$ cat src/rtl/debounce_pkg.sv
// debounce_pkg: shared state encoding and default timing for the button debouncer
package debounce_pkg;
    typedef enum logic [1:0] {IDLE, PRESS_WAIT, PRESSED, RELEASE_WAIT} btn_state_t;
    localparam int DEBOUNCE_DEFAULT   = 1_000_000;
    localparam int LONG_PRESS_DEFAULT = 50_000_000;
endpackage

$ cat src/rtl/button_channel.sv
// button_channel: synchroniser, debounce FSM and hold timer for one active-low button
module button_channel
    import debounce_pkg::*;
#(
    parameter int DEBOUNCE_CYCLES   = DEBOUNCE_DEFAULT,
    parameter int LONG_PRESS_CYCLES = LONG_PRESS_DEFAULT
) (
    input  logic clk_i,
    input  logic rst_i,
    input  logic btn_n_i,
    output logic level_o,
    output logic press_o,
    output logic release_o,
    output logic long_o
);
    localparam int DW = $clog2(DEBOUNCE_CYCLES);
    localparam int HW = $clog2(LONG_PRESS_CYCLES);
    localparam logic [DW-1:0] DEB_MAX  = DW'(DEBOUNCE_CYCLES - 1);
    localparam logic [HW-1:0] HOLD_MAX = HW'(LONG_PRESS_CYCLES - 1);

    logic [1:0]    sync_q;
    btn_state_t    state_q;
    logic [DW-1:0] deb_q;
    logic [HW-1:0] hold_q;
    logic          fired_q;
    logic          sync_i;

    assign sync_i = sync_q[1];

    // fired_q keeps the saturated hold counter from re-triggering btn_long
    always_ff @(posedge clk_i) begin
        if (rst_i) begin
            sync_q    <= '0;
            state_q   <= IDLE;
            deb_q     <= '0;
            hold_q    <= '0;
            fired_q   <= 1'b0;
            level_o   <= 1'b0;
            press_o   <= 1'b0;
            release_o <= 1'b0;
            long_o    <= 1'b0;
        end else begin
            sync_q    <= {sync_q[0], ~btn_n_i};
            press_o   <= 1'b0;
            release_o <= 1'b0;
            long_o    <= 1'b0;
            case (state_q)
                IDLE: if (sync_i) begin
                    state_q <= PRESS_WAIT;
                    deb_q   <= '0;
                end
                PRESS_WAIT: if (!sync_i) begin
                    state_q <= IDLE;
                end else if (deb_q == DEB_MAX) begin
                    state_q <= PRESSED;
                    press_o <= 1'b1;
                    level_o <= 1'b1;
                    hold_q  <= '0;
                    fired_q <= 1'b0;
                end else begin
                    deb_q <= deb_q + 1'b1;
                end
                PRESSED: if (!sync_i) begin
                    state_q <= RELEASE_WAIT;
                    deb_q   <= '0;
                end else if (hold_q == HOLD_MAX) begin
                    long_o  <= !fired_q;
                    fired_q <= 1'b1;
                end else begin
                    hold_q <= hold_q + 1'b1;
                end
                RELEASE_WAIT: if (sync_i) begin
                    state_q <= PRESSED;
                end else if (deb_q == DEB_MAX) begin
                    state_q   <= IDLE;
                    release_o <= 1'b1;
                    level_o   <= 1'b0;
                end else begin
                    deb_q <= deb_q + 1'b1;
                end
                default: state_q <= IDLE;
            endcase
        end
    end
endmodule

$ cat src/rtl/button_debouncer.sv
// button_debouncer: independent debounce channels for the board push-buttons
module button_debouncer
    import debounce_pkg::*;
#(
    parameter int N_BUTTONS         = 4,
    parameter int DEBOUNCE_CYCLES   = DEBOUNCE_DEFAULT,
    parameter int LONG_PRESS_CYCLES = LONG_PRESS_DEFAULT
) (
    input  logic                 HCLK,
    input  logic                 HRESET,
    input  logic [N_BUTTONS-1:0] btn_raw_n,
    output logic [N_BUTTONS-1:0] btn_level,
    output logic [N_BUTTONS-1:0] btn_press,
    output logic [N_BUTTONS-1:0] btn_release,
    output logic [N_BUTTONS-1:0] btn_long
);
    for (genvar i = 0; i < N_BUTTONS; i++) begin : g_ch
        button_channel #(
            .DEBOUNCE_CYCLES  (DEBOUNCE_CYCLES),
            .LONG_PRESS_CYCLES(LONG_PRESS_CYCLES)
        ) u_ch (
            .clk_i    (HCLK),
            .rst_i    (HRESET),
            .btn_n_i  (btn_raw_n[i]),
            .level_o  (btn_level[i]),
            .press_o  (btn_press[i]),
            .release_o(btn_release[i]),
            .long_o   (btn_long[i])
        );
    end
endmodule

$ cat config.mk
export PLATFORM = sky130hd
export DESIGN_NAME = button_debouncer
export DESIGN_NICKNAME = d
export VERILOG_FILES = /design/src/rtl/debounce_pkg.sv /design/src/rtl/button_channel.sv /design/src/rtl/button_debouncer.sv
export SDC_FILE = /design/constraint.sdc
export NUM_CORES = 1
export LEC_CHECK = 0
export CAP_MARGIN = 40
export CORE_ASPECT_RATIO = 0.8
export CORE_MARGIN = 4
export CORE_UTILIZATION = 60
export DETAILED_ROUTE_END_ITERATION = 10
export DONT_BUFFER_PORTS = 1
export GPL_TIMING_DRIVEN = 1
export PLACE_DENSITY = 0.76
export SYNTH_ARGS = -nofsm -noshare
export SYNTH_HDL_FRONTEND = slang
export SYNTH_SLANG_ARGS = --single-unit
$ cat constraint.sdc
create_clock -name HCLK -period 6.1 [get_ports HCLK]
set_input_delay 0.915 -clock HCLK [delete_from_list [all_inputs] [get_ports HCLK]]
set_output_delay 0.915 -clock HCLK [all_outputs]
set_load 0.005 [all_outputs]
==> Word-level counts from Yosys, hierarchy flattened <==
Index checks and enable logic that the tools add are counted.
{ "totals": {"wordCells": 292, "output_inout_bits": 16, "register_bits": 220} }
{ "classes": {"n_addsub": 8, "n_reduce_logical": 48, "n_eq_ne": 64, "muxes": 112, "bitwise": 24} }
{ "op_table": {"columns": ["op", "count"], "rows": [
  ["$mux 26", 16],
  ["$mux 20", 20],
  ["$pmux 20 s4", 4],
  ["$pmux 26 s2", 4],
  ["$add 26x1->26 const B", 4],
  ["$eq 26x26->1 const B", 4],
  ["$add 20x1->20 const B", 4],
  ["$eq 20x20->1 const B", 4],
  ["$reduce_and 5->1", 12],
  ["$mux 2", 24],
  ["$ne 2x1->1 const B", 24],
  ["$mux 1", 32],
  ["$pmux 2 s4", 4],
  ["$reduce_and 4->1", 8],
  ["$ne 2x2->1 const B", 12],
  ["$not 1->1", 24],
  ["$reduce_or 3->1", 8],
  ["$eq 2x2->1 const B", 8],
  ["$pmux 1 s2", 8],
  ["$reduce_bool 2->1", 8],
  ["$reduce_or 4->1", 4],
  ["$ne 3x1->1 const B", 4],
  ["$ne 3x3->1 const B", 4],
  ["$eq 2x1->1 const B", 4],
  ["other kinds (2)", 8]
]} }

==> Logic depth before layout (Yosys ltp) <==
{ "logic_depth": {"word_depth": 4, "depth_mapped": 11} }

==> Hierarchy <==
From an unflattened synthesis, not the netlist that was laid out.
{ "unflattened": {"cells_unflattened": 1412, "hier_area_um2": 11761.3} }
{ "modules_own_cells": {"columns": ["mod", "seq_area_each_um2", "area_per_inst_um2", "cells_each", "n_inst"], "rows": [
  ["button_channel", 1101.1, 2940.3, 353, 4]
]} }

==> Least setup slack after synthesis <==
OpenSTA, ideal clock, no wires.
{ "synth_path": {"path_kind": "register to register", "from": "register g_ch[1].u_ch.deb_q[7]", "to": "register g_ch[1].u_ch.hold_q[3]", "synth_period_minus_slack_ns": 2.448, "setup_time_ns": 0.057, "path_slack_ns": 3.652, "t_required_ns": 6.043, "t_arrival_ns": 2.391, "path_stages_with_launch": 7, "path_cell_list": "dfxtp_1 or4_1 or3_4 o32a_4 or4_4 nor3_2 a21o_1"} }
{ "synth_between": {"elab_chain_cells": 3} }
{ "synth_rtl": {"columns": ["item", "line_no", "rtl"], "rows": [
  ["from (decl)", "button_channel.sv:23", "logic [DW-1:0] deb_q;"],
  ["from (signal assigned)", "button_channel.sv:61", "deb_q <= deb_q + 1'b1;"],
  ["from (signal assigned)", "button_channel.sv:79", "deb_q <= deb_q + 1'b1;"],
  ["$eq 20x20->1", "button_channel.sv:54", "end else if (deb_q == DEB_MAX) begin"],
  ["$ne 2x1->1 (no line)", null, null],
  ["$reduce_and 5->1 (no line)", null, null],
  ["to (signal assigned)", "button_channel.sv:70", "hold_q <= hold_q + 1'b1;"],
  ["to (decl)", "button_channel.sv:24", "logic [HW-1:0] hold_q;"]
]} }
Every way passes these cells.
A chain may end at the register's enable or synchronous reset.

==> Worst setup path in the final report <==
{ "layout_path": {"from": "register g_ch[2].u_ch.state_q[0]", "to": "register g_ch[2].u_ch.hold_q[4]"} }
{ "layout_between": {"elab_chain_cells": 3, "elab_cells_between_ends": 9, "cone_classes": "eq/ne: 6; mux: 1; reduce/logical: 2"} }
{ "layout_rtl": {"columns": ["item", "line_no", "rtl"], "rows": [
  ["from (decl)", "button_channel.sv:22", "btn_state_t state_q;"],
  ["from (signal assigned)", "button_channel.sv:34", "state_q <= IDLE;"],
  ["from (signal assigned)", "button_channel.sv:49", "state_q <= PRESS_WAIT;"],
  ["from (signal assigned)", "button_channel.sv:53", "state_q <= IDLE;"],
  ["$eq 2x2->1 or $eq 2x1->1 (tied branches)", "button_channel.sv:47", "case (state_q)"],
  ["$ne 2x2->1 (no line), or another cell as far along", null, null],
  ["$reduce_and 5->1 (no line)", null, null],
  ["to (signal assigned)", "button_channel.sv:70", null],
  ["to (decl)", "button_channel.sv:24", null]
]} }
Parallel ways exist; a longest one is shown, timed or not.

==> summary.md <==
| Metric | Value |
|---|---|
| Power Total | `~3200 uW` |
| Synth top area cells | `dfxtp_1 37%, nor2_1 4.7%, nand2_1 4.3%` |
| Clock sink count | `220` |
| Critical path peak fanout | `24` |
| Flops & latches, synth | `220` |
| WL/cell | `around 16 um` |
| CTS tree | `yes` |
| Final WL | `between 20000 and 30000 um` |
| Power Dens Cells | `257 nW/um2` |
| Final Hold Viols | `0` |
| Final core occ | `0.655` |
| Slowest cell delay on critical path | `roughly 0.76 ns` |
| GPL Wtd Cong | `approximately 0.86` |
| RSZ-0062 raised after global routing | `false` |
| Synth top area share | `0.375` |
| Clock skew | `about 0.0069 ns` |
| Maxcap violations | `0` |
| Hold WS | `0.434 ns` |
| DR iter-0 viols | `1036` |
| Synth Area in XOR/XNOR | `0.0559` |
| Compound-Gate Fraction of Synth Area | `0.164` |
| Mapped Cells | `around 1500` |
| Kind of critical path | `reg -> reg` |
| Initial Utilization | `0.615` |
| Core Area | `19100 um2` |
| Layout cells sized above 1 | `0.0487` |
| Post-synthesis mux area share | `0.00511` |
| 1st-pass router iterations | `6` |
| PortBufs | `0` |
| Final ANT Viol Nets | `0` |
| CTS Hold Bufs | `0` |
| Crit path cell chain | `inv_1 > ha_1 > inv_1 > o21ai_0 > o31a_1 > or2_0 > or4_1 > a31oi_1` |
| H-Tree Depth | `1` |
| CTS root buf | `clkbuf_16` |
| First-pass GRT wire length | `about 46000 um` |
| Final slew viol count | `0` |
| Die Wd | `164 um` |
| Synth Warn # | `0` |
| Vias in the first global route | `roughly 9600` |
| Clock-pin slew on the worst setup and hold paths | `roughly 0.060 ns` |
| Critical Path End Type | `flip-flop` |
| CP max-delay cell | `o31a_1` |
| Syn nets | `~1500` |
| Fill cells | `roughly 1600` |
| Run status | `complete, no violations` |
| Full die area | `~22000 um2` |
| Post-CTS Setup Bufs | `0` |
| Main combinational cell family by area after synthesis | `simple AND/OR/NAND/NOR gates` |
| Number of diodes | `0` |
| Row count | `between 40 and 50` |
| Antenna violations before repair | `0` |
| Finished Layout Cells | `1694` |
| Synthesized area | `around 12000 um2` |
| DRC errors left | `0` |
| Largest net degree at the start of global routing | `108` |
| Area growth, synth to finish | `6.47%` |
| Largest regs | `g_ch.u_ch.hold_q (104), g_ch.u_ch.deb_q (80), g_ch.u_ch.sync_q (8)` |
| Largest Register | `g_ch.u_ch.hold_q` |
| I/O Pins | `22` |
| Nets@finish | `about 1500` |
| Placed Cells incl. Taps | `~1700` |
| Rel. slew slack | `0.382` |
| CTS max path bufs | `3` |
| Post-synthesis sequential area ratio | `0.375` |
| Via count | `~11000` |
| Simple-gate share of the synthesized area | `0.331` |
| Area leader, netlist | `dfxtp_1` |
| # resized after CTS | `0` |
| Fin crit period | `between 3 and 4 ns` |
| Static Leak | `around 0.0038 uW` |
| Post-DP HPWL | `between 15000 and 20000 um` |
| Setup_tns | `0 ns` |
| Setup crit start kind | `flip-flop` |
| WP data arrival | `around 3.8 ns` |
| CP required | `between 6 and 7 ns` |
| Die Y | `~130 um` |
| Clock Latency Late Sink | `roughly 0.5 ns` |
| Number of flip-flops in the largest register | `between 100 and 150` |
| Fraction of registers with async set/reset | `0` |
| Gr usage total | `0.237` |
| Synthesized-area fraction occupied by adder cells | `0.0256` |
| Least-Margin Pin Slew | `about 0.9 ns` |
| Grt total ovfl | `0` |
| Final setup viols | `0` |
| Peak VDD IR | `0.201 mV` |
| Primary FF master, synth | `dfxtp_1` |
| Fmax | `between 200 and 300 MHz` |
| Top cell by count, worst path | `inv_1` |
| Via density | `around 6.3` |
| Mapped Avg Cell Area | `8.01 um2` |
| Worst hold path type | `reg -> reg` |
| CTS buffer count | `23` |
| Synth cell types | `roughly 80` |
| Period Utilization, post-route | `0.560` |
| Post-synth EDFFs | `0` |
[routing by layer]
layer,track usage,up-vias,wire [um]
li1,-,5344,-
met1,0.355,5030,13000
met2,0.362,293,11600
met3,0.0278,45,1360
met4,0.0605,0,540
met5,0,-,0
[cells in the mapped netlist, drive strengths merged (24+ instances only)]
library cell and count:
dfxtp 220, nor2 148, nand2 135, nand3 101
a21oi 85, o21ai 68, nand4 62, clkbuf 61
nor3 55, a31oi 41, xnor2 41, nor4 37
xor2 34, inv 30, or4 30, and3 27
or3 25, buf 24, ha 24
[final cells by class]
class | count | area, um2 | share of cell area
multi-input cells | 1131 | 6840 | 0.547
flip-flops and latches | 220 | 4400 | 0.352
clock buffers | 30 | 642 | 0.0513
well taps | 258 | 323 | 0.0258
inverters | 31 | 116 | 0.00930
repair buffers | 13 | 93.8 | 0.00750
clock inverters | 11 | 86.3 | 0.00690
[cell usage in the layout, fill, tap and decap left out, types with 30 or more instances in the layout]
master,Yosys,routed
inv_1,30,30
xor2_1,34,34
o21ai_0,61,61
a21oi_1,85,85
nor4_1,36,36
a31oi_1,41,41
nor2_1,148,148
nor3_1,54,54
dfxtp_1,220,220
nand2_1,135,135
xnor2_1,41,41
nand3_1,101,101
nand4_1,62,62
[worst paths after layout]
check	startpoint	endpoint	slack [ns]	cells past startpoint
worst min register to register	g_ch[1].u_ch.sync_q[0]	g_ch[1].u_ch.sync_q[1]	0.43	1
worst min-delay path	g_ch[1].u_ch.sync_q[0]	g_ch[1].u_ch.sync_q[1]	0.43	1
worst max-delay path	g_ch[2].u_ch.state_q[0]	g_ch[2].u_ch.hold_q[4]	2.68	8
worst max register to register	g_ch[2].u_ch.state_q[0]	g_ch[2].u_ch.hold_q[4]	2.68	8
[through the flow]
| stage | setup WS, ns | instance area [um2] |
|---|---|---|
| after floorplan | 3.65 | 11700 |
| after global placement | 2.89 | 11700 |
| after detailed placement | 2.72 | 11800 |
| after CTS | 2.71 | 12500 |
| after global routing | 2.33 | 12500 |
| final | 2.68 | 12500 |
[critical path: cells and delay by family (launching register included)]
kind / cells / cell delay [ns]
AOI/OAI and AO/OA: 3 / 1.20
DFF: 1 / 0.34
adders and majority gates: 1 / 0.66
and+or+nand+nor: 2 / 0.53
buffers and inverters: 2 / 0.56
[power by group]
part           internal [uW]  switching (uW)
logic                    104             294
clock network            784             564
registers               1450            17.4
total                   2340             875
[kinds of logic (layout without fill, tap and decap cells)]
family                   after synthesis  after routing
multiplexers                           6              6
flip-flops                           220            220
XOR/XNOR                              75             75
buffers and inverters                116             85
adder cells (fa/ha/maj)               24             24
AO/OA/AOI/OAI                        297            297
AND/OR/NAND/NOR                      729            729
No activity file was read; power rests on OpenSTA's default activity.
